File: src/rtl/ac_ctrl_pkg.sv
// Shared types and helpers for the AC half-cycle skipping controller.
package ac_ctrl_pkg;

    typedef enum logic {
        MODE_RANDOM      = 1'b0,
        MODE_SIGMA_DELTA = 1'b1
    } mode_e;

    localparam int unsigned TAPS_W = 16;

    // Maximal-length right-shift Galois masks, bit i set means tap on x^(i+1)
    function automatic logic [TAPS_W-1:0] default_taps(input int unsigned width);
        case (width)
            3:       return 16'h0006;
            4:       return 16'h000C;
            5:       return 16'h0014;
            6:       return 16'h0030;
            7:       return 16'h0060;
            8:       return 16'h00B8;
            9:       return 16'h0110;
            10:      return 16'h0240;
            11:      return 16'h0500;
            12:      return 16'h0829;
            13:      return 16'h100D;
            14:      return 16'h2015;
            15:      return 16'h6000;
            16:      return 16'hD008;
            default: return 16'h000C;
        endcase
    endfunction

endpackage

File: src/rtl/lfsr_prng_p.sv
// Galois LFSR with seed load (zero seed mapped to 1) and step enable.
module lfsr_prng_p
    import ac_ctrl_pkg::*;
#(
    parameter int unsigned       PRNG_W = 4,
    parameter logic [PRNG_W-1:0] TAPS   = PRNG_W'(default_taps(PRNG_W))
) (
    input  logic              SYS_CLK,
    input  logic              A_RESET,
    input  logic              load_seed_i,
    input  logic [PRNG_W-1:0] seed_i,
    input  logic              step_i,
    output logic [PRNG_W-1:0] state_o
);

    logic [PRNG_W-1:0] state_q, state_d;

    // Seed load wins over stepping; the all-zero lock-up state is never entered
    always_comb begin
        state_d = state_q;
        if (load_seed_i) begin
            state_d = (seed_i == '0) ? PRNG_W'(1) : seed_i;
        end else if (step_i) begin
            state_d = (state_q >> 1) ^ (state_q[0] ? TAPS : '0);
        end
    end

    always_ff @(posedge SYS_CLK or posedge A_RESET) begin
        if (A_RESET) state_q <= PRNG_W'(1);
        else         state_q <= state_d;
    end

    assign state_o = state_q;

endmodule

File: src/rtl/ac_skip_datapath_p.sv
// Half-cycle fire/skip decision datapath with DC-balance debt counters.
module ac_skip_datapath_p
    import ac_ctrl_pkg::*;
#(
    parameter int unsigned       PRNG_W = 4,
    parameter int unsigned       CNT_W  = 21,
    parameter logic [PRNG_W-1:0] TAPS   = PRNG_W'(default_taps(PRNG_W))
) (
    input  logic              SYS_CLK,
    input  logic              A_RESET,
    input  logic              ZC_POS,
    input  logic              ZC_NEG,
    input  logic [PRNG_W-1:0] UI,
    input  logic              MODE,
    input  logic [PRNG_W-1:0] SEED,
    input  logic              LOAD_SEED,
    input  logic              SCLR,
    output logic              FIRE_POS,
    output logic              FIRE_NEG,
    output logic [CNT_W-1:0]  R_POS,
    output logic [CNT_W-1:0]  R_NEG,
    output logic              R_POS_FLAG,
    output logic              R_NEG_FLAG,
    output logic              P_POS_FLAG,
    output logic              P_NEG_FLAG,
    output logic [PRNG_W-1:0] PRNG,
    output logic              ZC_ERR
);

    localparam logic [CNT_W-1:0] CNT_MAX = {CNT_W{1'b1}};

    logic              fire_pos_q, fire_pos_d, fire_neg_q, fire_neg_d;
    logic              p_pos_q, p_pos_d, p_neg_q, p_neg_d;
    logic              zc_err_q, zc_err_d;
    logic [CNT_W-1:0]  r_pos_q, r_pos_d, r_neg_q, r_neg_d;
    logic [PRNG_W-1:0] acc_q, acc_d;
    logic [PRNG_W-1:0] prng_c;
    logic [PRNG_W:0]   sum_c;
    logic              decide_c, sd_mode_c, lfsr_step_c;

    assign sd_mode_c   = (mode_e'(MODE) == MODE_SIGMA_DELTA);
    assign sum_c       = {1'b0, acc_q} + {1'b0, UI};
    assign decide_c    = sd_mode_c ? sum_c[PRNG_W] : (prng_c <= UI);
    assign lfsr_step_c = (ZC_POS ^ ZC_NEG) & ~SCLR;

    lfsr_prng_p #(
        .PRNG_W (PRNG_W),
        .TAPS   (TAPS)
    ) u_lfsr (
        .SYS_CLK     (SYS_CLK),
        .A_RESET     (A_RESET),
        .load_seed_i (LOAD_SEED),
        .seed_i      (SEED),
        .step_i      (lfsr_step_c),
        .state_o     (prng_c)
    );

    // Next-state: clear, conflicting strobes, then per-polarity fire/skip/repay
    always_comb begin
        fire_pos_d = fire_pos_q;
        fire_neg_d = fire_neg_q;
        p_pos_d    = p_pos_q;
        p_neg_d    = p_neg_q;
        zc_err_d   = zc_err_q;
        r_pos_d    = r_pos_q;
        r_neg_d    = r_neg_q;
        acc_d      = acc_q;

        if (SCLR) begin
            fire_pos_d = 1'b0;
            fire_neg_d = 1'b0;
            p_pos_d    = 1'b0;
            p_neg_d    = 1'b0;
            zc_err_d   = 1'b0;
            r_pos_d    = '0;
            r_neg_d    = '0;
            acc_d      = '0;
        end else if (ZC_POS && ZC_NEG) begin
            zc_err_d = 1'b1;
        end else if (ZC_POS) begin
            fire_neg_d = 1'b0;
            if (r_neg_q != '0) begin
                fire_pos_d = 1'b0;
                r_neg_d    = r_neg_q - CNT_W'(1);
            end else begin
                if (sd_mode_c) acc_d = sum_c[PRNG_W-1:0];
                fire_pos_d = decide_c;
                if (!decide_c && (r_pos_q != CNT_MAX)) r_pos_d = r_pos_q + CNT_W'(1);
            end
            p_pos_d = fire_pos_d;
        end else if (ZC_NEG) begin
            fire_pos_d = 1'b0;
            if (r_pos_q != '0) begin
                fire_neg_d = 1'b0;
                r_pos_d    = r_pos_q - CNT_W'(1);
            end else begin
                if (sd_mode_c) acc_d = sum_c[PRNG_W-1:0];
                fire_neg_d = decide_c;
                if (!decide_c && (r_neg_q != CNT_MAX)) r_neg_d = r_neg_q + CNT_W'(1);
            end
            p_neg_d = fire_neg_d;
        end
    end

    always_ff @(posedge SYS_CLK or posedge A_RESET) begin
        if (A_RESET) begin
            fire_pos_q <= 1'b0;
            fire_neg_q <= 1'b0;
            p_pos_q    <= 1'b0;
            p_neg_q    <= 1'b0;
            zc_err_q   <= 1'b0;
            r_pos_q    <= '0;
            r_neg_q    <= '0;
            acc_q      <= '0;
        end else begin
            fire_pos_q <= fire_pos_d;
            fire_neg_q <= fire_neg_d;
            p_pos_q    <= p_pos_d;
            p_neg_q    <= p_neg_d;
            zc_err_q   <= zc_err_d;
            r_pos_q    <= r_pos_d;
            r_neg_q    <= r_neg_d;
            acc_q      <= acc_d;
        end
    end

    assign FIRE_POS   = fire_pos_q;
    assign FIRE_NEG   = fire_neg_q;
    assign R_POS      = r_pos_q;
    assign R_NEG      = r_neg_q;
    assign R_POS_FLAG = (r_pos_q != '0);
    assign R_NEG_FLAG = (r_neg_q != '0);
    assign P_POS_FLAG = p_pos_q;
    assign P_NEG_FLAG = p_neg_q;
    assign PRNG       = prng_c;
    assign ZC_ERR     = zc_err_q;

endmodule

File: config.mk
export PLATFORM = sky130hd
export DESIGN_NAME = ac_skip_datapath_p
export DESIGN_NICKNAME = d
export VERILOG_FILES = /design/src/rtl/ac_ctrl_pkg.sv /design/src/rtl/lfsr_prng_p.sv /design/src/rtl/ac_skip_datapath_p.sv
export SDC_FILE = /design/constraint.sdc
export NUM_CORES = 1
export LEC_CHECK = 0
export ABC_AREA = 1
export ABC_CLOCK_PERIOD_IN_PS = 3600
export CORE_MARGIN = 10
export CORE_UTILIZATION = 30
export CTS_CLUSTER_DIAMETER = 80
export DETAILED_ROUTE_END_ITERATION = 16
export PLACE_DENSITY = 0.6
export REMOVE_ABC_BUFFERS = 1
export SLEW_MARGIN = 15
export SYNTH_ARGS = -nofsm -noshare
export SYNTH_HDL_FRONTEND = slang
export SYNTH_HIERARCHICAL = 1
export SYNTH_SLANG_ARGS = --single-unit
File: constraint.sdc
create_clock -name SYS_CLK -period 3.6 [get_ports SYS_CLK]
set_clock_uncertainty 0.15 [all_clocks]
set_input_delay 0.9 -clock SYS_CLK [delete_from_list [all_inputs] [get_ports SYS_CLK]]
set_output_delay 0.9 -clock SYS_CLK [all_outputs]
set_load 0.05 [all_outputs]
Word level (Yosys, flattened, before mapping)
Index checks and enable logic that the tools add are counted.

word-level totals
  register bits after elaboration = 55
  bits of input ports = 15
  output and inout bits = 53
  logic and storage cells = 91

cells by class
  $add $sub $neg = 5
  $lt $le $gt $ge = 1
  equal/unequal tests = 8
  muxes and demuxes = 44
  bitwise gates (word level) = 4
  reductions and logical operators = 20

operator list
  cell                   number
  $mux 21                14
  $mux 4                 11
  $add 21x1->21 const B  2
  $ne 21x21->1 const B   2
  $reduce_bool 21->1     2
  $sub 21x1->21 const B  2
  $mux 1                 19
  $reduce_and 5->1       2
  $reduce_bool 3->1      3
  $reduce_bool 2->1      4
  $ne 3x1->1 const B     2
  $ne 3x3->1 const B     2
  $add 4x4->5            1
  $le 4x4->1             1
  $logic_not 4->1        1
  $reduce_and 2->1       2
  $reduce_and 4->1       1
  $xor 3x4->4            1
  $logic_and 1x1->1      3
  $reduce_and 3->1       1
  $ne 2x1->1 const B     1
  $ne 2x2->1 const B     1
  $and 1x1->1            1
  $logic_not 1->1        1
  2 further kinds        2

Logic depth before layout (Yosys ltp)
  word-level depth = 10
  mapped depth = 15
  mapped depth without buffers = 15

Hierarchy
Netlist, hierarchy kept.

modules (own cells, without submodules)
  module              instances  cells an instance  area an instance (µm²)  sequential area each (µm²)
  ac_skip_datapath_p  1          820                5241.3                  1276.2
  lfsr_prng_p         1          34                 225.2                   101.3

Worst setup path before layout
No wires, ideal clock.

  path kind = input-to-reg
  from = input port ZC_POS
  to = register r_pos_q[11] (netlist: R_POS[11])
  data arrival time = 2.508 ns
  required time = 3.384 ns
  setup slack = 0.876 ns
  stages on the path = 10
  buffers on the path = 0
  cells stage by stage = inv_1 > ha_1 > nand3_1 > nand3_1 > nand2_1 > nand2_1 > a21oi_1 > xnor2_1 > nand2_1 > nand2_1

between the ends
  word-level cells in the longest chain between the ends = 3
  elaborated cells between the ends (all ways) = 10
  classes of those cells = eq/ne: 3; mux: 3; reduce/logical: 4

RTL lines
  what                                                   RTL line                                            source
  from (decl)                                            ac_skip_datapath_p.sv:11                            input logic ZC_POS,
  $logic_and 1x1->1 or $mux 21 (tied branches)           ac_skip_datapath_p.sv:78, ac_skip_datapath_p.sv:80
  $ne 2x2->1 (no line) or $mux 21 (tied branches)        --
  $reduce_and 5->1 (no line) or $mux 21 (tied branches)  --
  to (signal assigned)                                   ac_skip_datapath_p.sv:121                           r_pos_q <= r_pos_d;
  to (decl)                                              ac_skip_datapath_p.sv:35                            logic [CNT_W-1:0] r_pos_q, r_pos_d, r_neg_q, r_neg_d;

Parallel ways exist; a longest one is shown, timed or not. The select of a mux whose other input is x is not followed.
A chain may end at the register's enable or synchronous reset.

Worst setup path in the final report
  from = register r_pos_q[7] (netlist: R_POS[7])
  to = output port R_POS_FLAG

between the ends
  word-level cells in the longest chain between the ends = 1

RTL lines
  what                RTL line                   source
  $reduce_bool 21->1  ac_skip_datapath_p.sv:131  assign R_POS_FLAG = (r_pos_q != '0);
  to (decl)           ac_skip_datapath_p.sv:22   output logic R_POS_FLAG,

Every way passes these cells.

==> impl_results.md <==
- Crit end category: output pin
- Drt pass-1 iters: 5
- Top cells by area, synth: dfrtp_1, nand2_1, ha_1
- Tcrit/Tclk final: 0.8953
- Static leakage power: about 3.4 nW
- Pins Over Slew Limit: 0
- Nets@finish: between 900 and 1,000
- Syn Inst Count: between 800 and 900
- Initial antenna violation count: 0
- Buffers on Ports: 67
- Final wirelength: 16,150 microns
- Clk buf depth: 2
- Power density cells: ~860 nW/um^2
- Yosys warnings: 6
- Peak VDD IR: about 0.46 mV
- CTS Buf Count: 5
- Fraction of layout cells with a size suffix above 1: 0.06538
- Worst hold path class: flop to flop
- Total gr overflow: 0
- Startpoint types: flop
- Max capacitance violation total: 0
- Async set-reset flop share out of synthesis: 1.000
- Clk_lat worst skew: around 0.32 ns
- Final setup fails: 0
- Post-synth EDFFs: 0
- Cts hold-fix bufs: 0
- Synth cell types: 33
- Final RePlAce weighted congestion: 0.8981
- F_max: between 300 and 400 MHz
- Clk sinks: 55
- Fin crit period: 3.223 ns
- Largest net degree at the start of global routing: 52
- Most numerous cell in the Yosys netlist: nand2_1
- Post-Place Worst Slack: roughly 0.23 ns
- H-Tree Depth: 2
- Per-cell routed wire length: between 10 and 15 microns
- Yosys reg bits: between 50 and 60
- Via/cell ratio: about 4.7
- Final HPWL DP: between 10,000 and 15,000 microns
- Die Width: 155.0 microns
- Starting DRT DRC Count: 316
- RSZ-0062 raised after global routing: false
- Final Hold Fails: 0
- Syn Area/Cell: 6.401 sq um
- Main synth FF type: dfrtp_1
- Number of global-route vias before repair: between 5,000 and 6,000
- Post-synth top area share: 0.2472
- Gr usage total: 0.1358
- Post-CTS Setup Inserts: 0
- Root cell of the clock tree: clkbuf_16
- Seq/Total Area, Yosys: 0.2520
- First-pass GRT wire length: between 20,000 and 30,000 microns
- Critical Path RT: 2.55 ns
- Status: complete, no violations
- Post-synth top cells: nand2_1, inv_1, nor2_1
- Row Count: 49
- Core area: 17,960 sq um
- Layout area overhead: 20.92%
- I/O pins: just under 70
- Reg clk slew, reported paths: approximately 0.08 ns
- Critical-path maximum fanout: 5
- Post-cts sizing count: 0
- Die height: ~150 microns
- Final TNS setup: 0 ns
- DRC Markers: 0
- Post-synthesis cell area: 5466 sq um
- Final setup margin: approximately 0.38 ns
- Die ar.: roughly 24,000 sq um
- Rel. slew slack: 0.6287
- Tightest Pin Transition: ~0.56 ns
- CTS tree: yes
- WP data arrival: 2.17 ns
- Via Count: between 5,000 and 6,000
- Post-synth top area cell: dfrtp_1
- Post-route ant nets: 0
- N_diodes: 0
- WS Path Type: flop to output pin
- Initial Util: 0.3043
## final cells by class
class / count / area [sq um]
Fill cell: 1963 / 11350
Multi-Input combinational cell: 684 / 3620
Sequential cell: 55 / 1378
Timing Repair Buffer: 80 / 780.7
Inverter: 106 / 397.9
Tap cell: 229 / 286.5
Clock buffer: 7 / 142.6
Clock inverter: 1 / 5.005
## through the flow
stage / std cells / total power (W) / utilization / instance area, sq um / hold WS (ns)
final: 1162 / 0.005677 / 0.3680 / 6610 / 0.3559
after global routing: 1162 / 0.006223 / 0.3680 / 6610 / 0.3920
after detailed placement: 1154 / 0.005179 / 0.3598 / 6462 / 0.3327
after global placement: 1154 / 0.005153 / 0.3598 / 6462 / 0.3329
after floorplan: 845 / 0.004006 / - / 5395 / 0.2959
after CTS: 1162 / 0.005733 / 0.3680 / 6610 / 0.3544
## critical path: stages, from the launching register on
cell and delay, ns:
dfrtp_1 0.46, nor2_1 0.11, nand2_1 0.08, nor2_1 0.28, nand3_2 0.17, clkdlybuf4s50_1 0.75
## final timing paths
check,startpoint,end,slack [ns],depth (start not counted)
max,R_POS[7]$_DFFE_PP0P_,R_POS_FLAG,0.38,5
min,acc_q[3]$_DFFE_PP0P_,acc_q[3]$_DFFE_PP0P_,0.36,2
max reg2reg,acc_q[0]$_DFFE_PP0P_,R_NEG[0]$_DFFE_PP0P_,1.29,9
min reg2reg,acc_q[3]$_DFFE_PP0P_,acc_q[3]$_DFFE_PP0P_,0.36,2
max in group asynchronous,A_RESET,R_NEG[15]$_DFFE_PP0P_,2.21,3
min in group asynchronous,A_RESET,u_lfsr/state_o[1]$_DFFE_PP0P_,0.69,2
## sequential cells by signal (all words and copies together) (netlist names)
name / count
R_POS: 21
acc_q: 4
P_NEG_FLAG: 1
FIRE_POS: 1
FIRE_NEG: 1
ZC_ERR: 1
P_POS_FLAG: 1
R_NEG: 21
u_lfsr/state_o: 4
## layout by cell type (no fill, tap or decap), drive strengths merged
cell type / n
fa: 3
ha: 48
o21a: 1
nand3b: 12
or2: 3
clkinv: 1
clkbuf: 7
clkdlybuf4s50: 67
dfstp: 1
nand4: 18
a21oi: 42
and2: 3
o211ai: 2
o21bai: 5
nor2: 97
dfrtp: 54
nand3: 56
nor3: 5
buf: 13
o21ai: 45
xor2: 2
nand2: 322
inv: 106
xnor2: 20
## cells by family after synthesis
| group | after synthesis | synth area share |
|---|---|---|
| flops | 55 | 0.2520 |
| compound gates | 95 | 0.1057 |
| simple gates | 516 | 0.4003 |
| buf+inv | 115 | 0.08583 |
| fa+ha+maj | 51 | 0.1209 |
| xor+xnor | 22 | 0.03525 |
## report_power, final
part,internal [W],switching [W]
registers,0.000848,0.000335
logic,0.00139,0.00258
clock network,0.000278,0.000250
## layer usage
layer,global-route usage,part of all wire
met4,0.03284,0.014
met3,0.02702,0.041
met1,0.1604,0.46
met2,0.2447,0.49
met5,0,0
No activity file was read; power rests on OpenSTA's default activity.
